## config.mk

```make
export PLATFORM = sky130hd
export DESIGN_NAME = serial_sub_unit
export DESIGN_NICKNAME = d
export VERILOG_FILES = /design/src/rtl/serial_arith_pkg.sv /design/src/rtl/full_sub_1b.sv /design/src/rtl/serial_sub_unit.sv
export SDC_FILE = /design/constraint.sdc
export NUM_CORES = 1
export LEC_CHECK = 0
export CORE_MARGIN = 8
export CORE_UTILIZATION = 45
export CTS_BUF_LIST = sky130_fd_sc_hd__clkbuf_2
export DETAILED_ROUTE_END_ITERATION = 12
export PLACE_DENSITY = 0.83
export SYNTH_ARGS = -nofsm -noshare
export SYNTH_HDL_FRONTEND = slang
export SYNTH_SLANG_ARGS = --single-unit
```

## constraint.sdc

```tcl
create_clock -name clk -period 1.5 [get_ports clk]
set_input_delay 0.375 -clock clk [delete_from_list [all_inputs] [get_ports clk]]
set_output_delay 0.375 -clock clk [all_outputs]
set_load 0.01 [all_outputs]
```

## src/rtl/serial_arith_pkg.sv

```systemverilog
`default_nettype none
// +------------------------------------------------------------------+
// | serial_arith_pkg : shared types/helpers for bit-serial arithmetic |
// | rev 1.0                                                           |
// +------------------------------------------------------------------+
package serial_arith_pkg;

  typedef enum logic [1:0] {
    IDLE = 2'd0,
    RUN  = 2'd1,
    DONE = 2'd2
  } ser_state_t;

  // Bit counter width able to hold 0 .. width-1.
  function automatic int cnt_width(input int width);
    return (width <= 2) ? 1 : $clog2(width);
  endfunction

endpackage : serial_arith_pkg
`default_nettype wire

```

## src/rtl/full_sub_1b.sv

```systemverilog
`default_nettype none
// +------------------------------------------------------------------+
// | full_sub_1b : combinational 1-bit full subtractor (a - b - bin)   |
// | rev 1.0                                                           |
// +------------------------------------------------------------------+
module full_sub_1b (
  input  logic a,
  input  logic b,
  input  logic bin,
  output logic d,
  output logic bout
);

  logic w_axb;

  assign w_axb = a ^ b;
  assign d     = w_axb ^ bin;
  assign bout  = (~a & b) | (~w_axb & bin);

endmodule : full_sub_1b
`default_nettype wire

```

## src/rtl/serial_sub_unit.sv

```systemverilog
`default_nettype none
// +------------------------------------------------------------------+
// | serial_sub_unit : bit-serial LSB-first subtractor a - b - bin     |
// | rev 1.0                                                           |
// +------------------------------------------------------------------+
module serial_sub_unit
  import serial_arith_pkg::*;
#(
  parameter int WIDTH = 4
) (
  input  logic             clk,
  input  logic             rst,
  input  logic             start,
  input  logic [WIDTH-1:0] a,
  input  logic [WIDTH-1:0] b,
  input  logic             bin,
  output logic             ready,
  output logic [WIDTH-1:0] diff,
  output logic             bout,
  output logic             done
);

  localparam int CNT_W = cnt_width(WIDTH);
  localparam logic [CNT_W-1:0] C_LAST = CNT_W'(WIDTH - 1);

  ser_state_t       r_state;
  logic [WIDTH-1:0] r_a_sh;
  logic [WIDTH-1:0] r_b_sh;
  logic [WIDTH-2:0] r_res_sh;
  logic             r_brw;
  logic [CNT_W-1:0] r_cnt;

  logic             w_d;
  logic             w_brw_next;
  logic [WIDTH-1:0] w_res_next;

  full_sub_1b u_cell (
    .a    (r_a_sh[0]),
    .b    (r_b_sh[0]),
    .bin  (r_brw),
    .d    (w_d),
    .bout (w_brw_next)
  );

  // Newest bit enters at the MSB; after WIDTH shifts bit 0 holds the first result bit.
  assign w_res_next = {w_d, r_res_sh};

  always_ff @(posedge clk) begin
    if (rst) begin
      r_state  <= IDLE;
      r_a_sh   <= '0;
      r_b_sh   <= '0;
      r_res_sh <= '0;
      r_brw    <= 1'b0;
      r_cnt    <= '0;
      ready    <= 1'b1;
      done     <= 1'b0;
      diff     <= '0;
      bout     <= 1'b0;
    end else begin
      unique case (r_state)
        IDLE: begin
          done <= 1'b0;
          if (start) begin
            r_a_sh  <= a;
            r_b_sh  <= b;
            r_brw   <= bin;
            r_cnt   <= '0;
            ready   <= 1'b0;
            r_state <= RUN;
          end
        end
        RUN: begin
          r_a_sh   <= r_a_sh >> 1;
          r_b_sh   <= r_b_sh >> 1;
          r_brw    <= w_brw_next;
          r_res_sh <= w_res_next[WIDTH-1:1];
          r_cnt    <= r_cnt + CNT_W'(1);
          if (r_cnt == C_LAST) begin
            diff    <= w_res_next;
            bout    <= w_brw_next;
            done    <= 1'b1;
            r_state <= DONE;
          end
        end
        DONE: begin
          done    <= 1'b0;
          ready   <= 1'b1;
          r_state <= IDLE;
        end
        default: begin
          done    <= 1'b0;
          ready   <= 1'b1;
          r_state <= IDLE;
        end
      endcase
    end
  end

endmodule : serial_sub_unit
`default_nettype wire
```

# Word-level counts from Yosys, hierarchy flattened
# Cells that the tools add are included.
[totals]
latch_bits = 0
mem_bits_rw = 0
romBits = 0
memories = 0
regBits = 23
inputBits = 12
[op_classes]
n_shift = 0
bitwise_logic = 8
muxes = 13
n_reduce_logical = 7
eq_ne = 4
add_sub_neg = 1
n_mul = 0
div = 0
order_cmp = 0
[ops]
columns = ["cell", "n"]
rows = [
  ["$pmux 4 s2", 2],
  ["$mux 4", 2],
  ["$pmux 2 s2", 2],
  ["$reduce_and 2->1", 4],
  ["$mux 2", 3],
  ["$ne 2x2->1 const B", 2],
  ["$pmux 1 s2", 2],
  ["$not 1->1", 3],
  ["$add 2x1->2 const B", 1],
  ["$and 1x1->1", 2],
  ["$eq 2x1->1 const B", 1],
  ["$eq 2x2->1 const B", 1],
  ["$logic_not 2->1", 1],
  ["$mux 1", 2],
  ["$reduce_bool 2->1", 1],
  ["$reduce_or 2->1", 1],
  ["$xor 1x1->1", 2],
  ["$or 1x1->1", 1],
]

# Logic depth before layout (Yosys ltp)
[depth]
depth_word = 5
depth_mapped = 5

# Cells and area by module
# A second synthesis with hierarchy kept.
[hier_totals]
cells_unflattened = 112
area_unflattened_um2 = 1004.7
[by_module_without_submodules]
columns = ["mod", "seq_area_each_um2", "cells_each", "area_per_inst_um2", "instances"]
rows = [
  ["serial_sub_unit", 460.4, 108, 973.4, 1],
  ["full_sub_1b", 0.0, 4, 31.3, 1],
]

# Least setup slack after synthesis
# Ideal clock, no wire load.
[synth_path]
kind = "register to register"
startpoint = "register r_b_sh[0]"
endpoint = "register r_brw"
path_slack_ns = 0.312
stages_incl_launch_ff = 4
arrival_time_ns = 1.076
period_less_slack_ns = 1.188
setup_ns = 0.112
cell_sequence = "dfxtp_1 > inv_1 > fa_1 > a2111oi_1"
[synth_between]
elab_chain_len = 5
elab_cells_between_ends = 6
cone_classes = "1 x mux; 5 x bitwise"
[synth_lines]
columns = ["element", "line", "text"]
rows = [
  ["from (decl)", "serial_sub_unit.sv:28", "logic [WIDTH-1:0] r_b_sh;"],
  ["from (signal assigned)", "serial_sub_unit.sv:75", "r_b_sh <= r_b_sh >> 1;"],
  ["$xor 1x1->1", "full_sub_1b.sv:16", "assign w_axb = a ^ b;"],
  ["$not 1->1", "full_sub_1b.sv:18", "assign bout = (~a & b) | (~w_axb & bin);"],
  ["$and 1x1->1", "full_sub_1b.sv:18", ""],
  ["$or 1x1->1 (*)", "full_sub_1b.sv:18", ""],
  ["$pmux 1 s2 (*)", "serial_sub_unit.sv:61", "unique case (r_state)"],
  ["to (signal assigned)", "serial_sub_unit.sv:67", "r_brw <= bin;"],
  ["to (signal assigned)", "serial_sub_unit.sv:76", "r_brw <= w_brw_next;"],
  ["to (decl)", "serial_sub_unit.sv:30", "logic r_brw;"],
]
# Every way passes the cells marked *; elsewhere a longest branch is shown, timed or not.
# A chain may end at the register's enable or synchronous reset.

# Worst setup path in the final report
[layout_path]
startpoint = "register diff[2]"
endpoint = "output port diff[2]"
[layout_lines]
columns = ["element", "line", "text"]
rows = [
  ["from (decl)", "serial_sub_unit.sv:18", "output logic [WIDTH-1:0] diff,"],
  ["from (signal assigned)", "serial_sub_unit.sv:80", "diff <= w_res_next;"],
]
# No word-level cell between the ends.

==> run_summary.xml <==
<?xml version="1.0" encoding="UTF-8"?>
<metrics>
  <group name="timing">
    <metric name="period_needed" unit="ns">1.38</metric>
    <metric name="min_period_over_period" unit="">0.922</metric>
    <metric name="setup_viol" unit="">0</metric>
    <metric name="max_slew.worst_pin.slew" unit="ns">0.359</metric>
    <metric name="timing.final.max_slew_violations" unit="">0</metric>
    <metric name="skew" unit="ns">0.0294</metric>
    <metric name="fin_worst_hold_slack" unit="ns">0.466</metric>
    <metric name="timing.fmax" unit="MHz">723</metric>
    <metric name="rsz_0062_raised_after_global_routing" unit="">no</metric>
    <metric name="relative_slew_margins" unit="">0.760</metric>
    <metric name="report.final.hold_viol_count" unit="">0</metric>
  </group>
  <group name="cells_and_area">
    <metric name="final_net_count" unit="">131</metric>
    <metric name="antenna-diode-count" unit="">0</metric>
    <metric name="syn_to_layout_area_delta" unit="%">25.6</metric>
    <metric name="design_area" unit="sq mm">0.00122</metric>
    <metric name="postLayoutCoreUtil" unit="">0.574</metric>
    <metric name="drive_above_1_share" unit="">0.207</metric>
  </group>
  <group name="setup_path">
    <metric name="worstPathMaxFanout" unit="">2</metric>
    <metric name="cpMaxStageDelayCell" unit="">sky130_fd_sc_hd__dfxtp_1</metric>
    <metric name="crit_buf_inv" unit="">1</metric>
    <metric name="critical-path-max-stage-delay" unit="ns">0.39</metric>
    <metric name="path_delay_family" unit="">flip-flops</metric>
    <metric name="crit_path_cell_trace" unit="">dlygate4sd2_1</metric>
    <metric name="worst_ep_arrival_time" unit="ns">1.01</metric>
    <metric name="end_kind" unit="">output port</metric>
    <metric name="worst-endpoint-required" unit="ns">1.12</metric>
    <metric name="cp-start-kind" unit="">flop</metric>
    <metric name="path_class" unit="">flop to output port</metric>
  </group>
  <group name="clock_network">
    <metric name="post_cts.repair.setup_buffers" unit="">0</metric>
    <metric name="ctsRootBufferMaster" unit="">sky130_fd_sc_hd__clkbuf_2</metric>
    <metric name="clk_pin_slew_worst_paths" unit="ns">0.24</metric>
    <metric name="tritoncts.num_buffers" unit="">3</metric>
    <metric name="ctsHtreeMaxLevel" unit="">1</metric>
    <metric name="post_cts_hold_buffer_count" unit="">0</metric>
    <metric name="worstSkewPairLatency" unit="ns">0.34</metric>
    <metric name="cts.path.max_buffers" unit="">2</metric>
    <metric name="cts_tree" unit="">yes</metric>
    <metric name="cts_resized" unit="">12</metric>
    <metric name="clkSinkCount" unit="">23</metric>
  </group>
  <group name="job">
    <metric name="maxCapViolations" unit="">0</metric>
  </group>
  <group name="die">
    <metric name="die_height" unit="um">62.5</metric>
    <metric name="top_level_ports" unit="">19</metric>
    <metric name="die-area" unit="sq mm">0.00390</metric>
    <metric name="row_count" unit="">17</metric>
    <metric name="floorplan.initialDensity" unit="">0.456</metric>
    <metric name="floorplan.core_area" unit="sq mm">0.00213</metric>
    <metric name="die_width" unit="um">62.5</metric>
  </group>
  <group name="synthesis">
    <metric name="mappedNetlistNets" unit="">108</metric>
    <metric name="netlist_top_cells_area" unit="">sky130_fd_sc_hd__dfxtp_1 47%, sky130_fd_sc_hd__mux2i_1 9.3%, sky130_fd_sc_hd__a211oi_2 9.0%</metric>
    <metric name="synth.top_cell.area_share" unit="">0.474</metric>
    <metric name="ys_warn_count" unit="">0</metric>
    <metric name="postSynthRegisterBits" unit="">23</metric>
    <metric name="synthCells" unit="">94</metric>
    <metric name="sequential_to_total_area_share_from_yosys_stat" unit="">0.474</metric>
    <metric name="synth-compound-area-share" unit="">0.205</metric>
    <metric name="simple_gate_fraction_of_synth_area" unit="">0.144</metric>
    <metric name="yosysUniqueCellTypes" unit="">27</metric>
    <metric name="post_synth_edffs" unit="">0</metric>
    <metric name="synth_area" unit="sq um">971</metric>
    <metric name="synth_top_family_by_area" unit="">compound AO/OA/AOI/OAI gates</metric>
    <metric name="top_count_cell_post_synth" unit="">sky130_fd_sc_hd__dfxtp_1</metric>
    <metric name="ys_dominant_reg_cell" unit="">sky130_fd_sc_hd__dfxtp_1</metric>
    <metric name="synthDominantAreaCellType" unit="">sky130_fd_sc_hd__dfxtp_1</metric>
    <metric name="synth.avg_cell_area" unit="sq um">10.3</metric>
    <metric name="yosys.area_share.adder" unit="">0.0335</metric>
    <metric name="yosys.area_share.xor_xnor" unit="">0</metric>
    <metric name="synth-async-reset-ratio" unit="">0</metric>
    <metric name="post_synth_top_cells" unit="">23 x sky130_fd_sc_hd__dfxtp_1, 16 x sky130_fd_sc_hd__nor2_1, 9 x sky130_fd_sc_hd__mux2i_1</metric>
    <metric name="post_synth_mux_area_share" unit="">0.0928</metric>
  </group>
  <group name="worst_hold_path">
    <metric name="hp-class" unit="">flop to flop</metric>
  </group>
  <group name="placed_design">
    <metric name="dpl_hpwl" unit="um">1440</metric>
    <metric name="port-buffer-count" unit="">18</metric>
    <metric name="dpl_cell_area" unit="sq mm">0.00120</metric>
    <metric name="routabilityCongestion" unit="">0.793</metric>
  </group>
  <group name="global_routing">
    <metric name="grtUsageTotal" unit="">0.102</metric>
    <metric name="vias_in_the_first_global_route" unit="">748</metric>
    <metric name="globalRouteOverflowTotal" unit="">0</metric>
    <metric name="globalRouteMet1Util" unit="">0.116</metric>
    <metric name="grt.met3_usage" unit="">0.0179</metric>
    <metric name="gr-max-usage-layer" unit="">met2</metric>
    <metric name="grt.met2_usage" unit="">0.175</metric>
    <metric name="grt_start_max_net_pins" unit="">14</metric>
    <metric name="wire_length_of_the_first_global_routing_pass" unit="um">3350</metric>
    <metric name="grt_antenna_before_repair" unit="">0</metric>
  </group>
  <group name="route">
    <metric name="antenna_left" unit="">0</metric>
    <metric name="drc" unit="">0</metric>
    <metric name="wl_per_cell" unit="um">13.3</metric>
    <metric name="first_drt_iteration_drcs" unit="">37</metric>
    <metric name="vias" unit="">736</metric>
    <metric name="routed_via_density" unit="">5.11</metric>
    <metric name="drtPass1Iterations" unit="">3</metric>
    <metric name="drt_wl_total" unit="um">1920</metric>
  </group>
  <group name="power_and_ir_drop">
    <metric name="pwr_density_cell" unit="mW/mm^2">916</metric>
    <metric name="worst_ir_drop_vdd" unit="mV">0.508</metric>
    <metric name="total_power" unit="mW">1.12</metric>
    <metric name="power.leakage" unit="nW">0.483</metric>
  </group>
  <group name="outcome">
    <metric name="outcome" unit="">completed</metric>
  </group>
</metrics>
[flip-flops by register name (all words and copies together), names as in the netlist]
name,count
diff,4
r_a_sh,4
r_b_sh,4
r_res_sh,3
r_cnt,2
r_state,2
bout,1
done,1
r_brw,1
ready,1
[power by group]
part | switching, mW | internal (mW) | leakage, nW
registers | 0.0195 | 0.646 | 0.190
clock network | 0.187 | 0.0604 | 0.0164
logic | 0.0965 | 0.108 | 0.277
[worst paths after layout]
check / start / to / slack, ns / depth (start not counted)
hold reg to reg: diff[1] / diff[1] / 0.47 / 2
setup / recovery: diff[2] / diff[2] / 0.12 / 1
setup reg to reg: r_state[1] / bout / 0.22 / 4
hold / removal: diff[1] / diff[1] / 0.47 / 2
[placed cells by master, fill, tap and decap left out]
| cell | n |
|---|---|
| sky130_fd_sc_hd__dfxtp_1 | 18 |
| sky130_fd_sc_hd__nor2_1 | 16 |
| sky130_fd_sc_hd__clkdlybuf4s50_1 | 11 |
| sky130_fd_sc_hd__mux2i_1 | 9 |
| sky130_fd_sc_hd__a211oi_2 | 7 |
| sky130_fd_sc_hd__dlygate4sd2_1 | 7 |
| sky130_fd_sc_hd__a21oi_1 | 5 |
| sky130_fd_sc_hd__dfxtp_2 | 5 |
| sky130_fd_sc_hd__buf_4 | 5 |
| sky130_fd_sc_hd__nand3_1 | 4 |
| sky130_fd_sc_hd__nand2_1 | 4 |
| sky130_fd_sc_hd__a22oi_1 | 3 |
| sky130_fd_sc_hd__clkbuf_2 | 3 |
| sky130_fd_sc_hd__inv_1 | 2 |
| sky130_fd_sc_hd__nand2b_1 | 2 |
| sky130_fd_sc_hd__a211oi_1 | 1 |
| sky130_fd_sc_hd__nor2b_2 | 1 |
| sky130_fd_sc_hd__nand3b_1 | 1 |
| sky130_fd_sc_hd__o21ba_4 | 1 |
| sky130_fd_sc_hd__o21bai_1 | 1 |
| sky130_fd_sc_hd__nor3b_1 | 1 |
| sky130_fd_sc_hd__nor4b_1 | 1 |
| sky130_fd_sc_hd__a2111oi_1 | 1 |
| sky130_fd_sc_hd__a211o_1 | 1 |
| sky130_fd_sc_hd__a311oi_1 | 1 |
| sky130_fd_sc_hd__o21ai_1 | 1 |
| sky130_fd_sc_hd__fa_1 | 1 |
| sky130_fd_sc_hd__ha_1 | 1 |
| sky130_fd_sc_hd__clkinv_2 | 1 |
| sky130_fd_sc_hd__buf_12 | 1 |
[stage by stage]
stage,std cells,TNS (ns),worst slack [ns]
final,144,0,0.118
after global routing,144,0,0.0656
after CTS,144,0,0.118
after detailed placement,140,-0.573,-0.0877
after global placement,140,-0.173,-0.0636
after floorplan,94,0,0.312
[per-layer routing]
metal / up-vias / routed length [um]
met3: 2 / 55
met2: 8 / 982
met1: 347 / 843
met5: - / 0
met4: 0 / 36
li1: 379 / -
[kinds of logic after synthesis]
family          count (synthesis)
compound gates                 22
fa+ha+maj                       2
buf+inv                         8
flops                          23
mux                             9
simple gates                   30
[cell type report]
class,instances,area (sq um)
multi-input cells,63,462
inverters,2,7.51
clock inverters,1,5.00
fillers,199,907
repair buffers,24,229
well taps,28,35.0
clock buffers,3,15.0
flip-flops and latches,23,467
No activity file was read; power rests on OpenSTA's default activity.
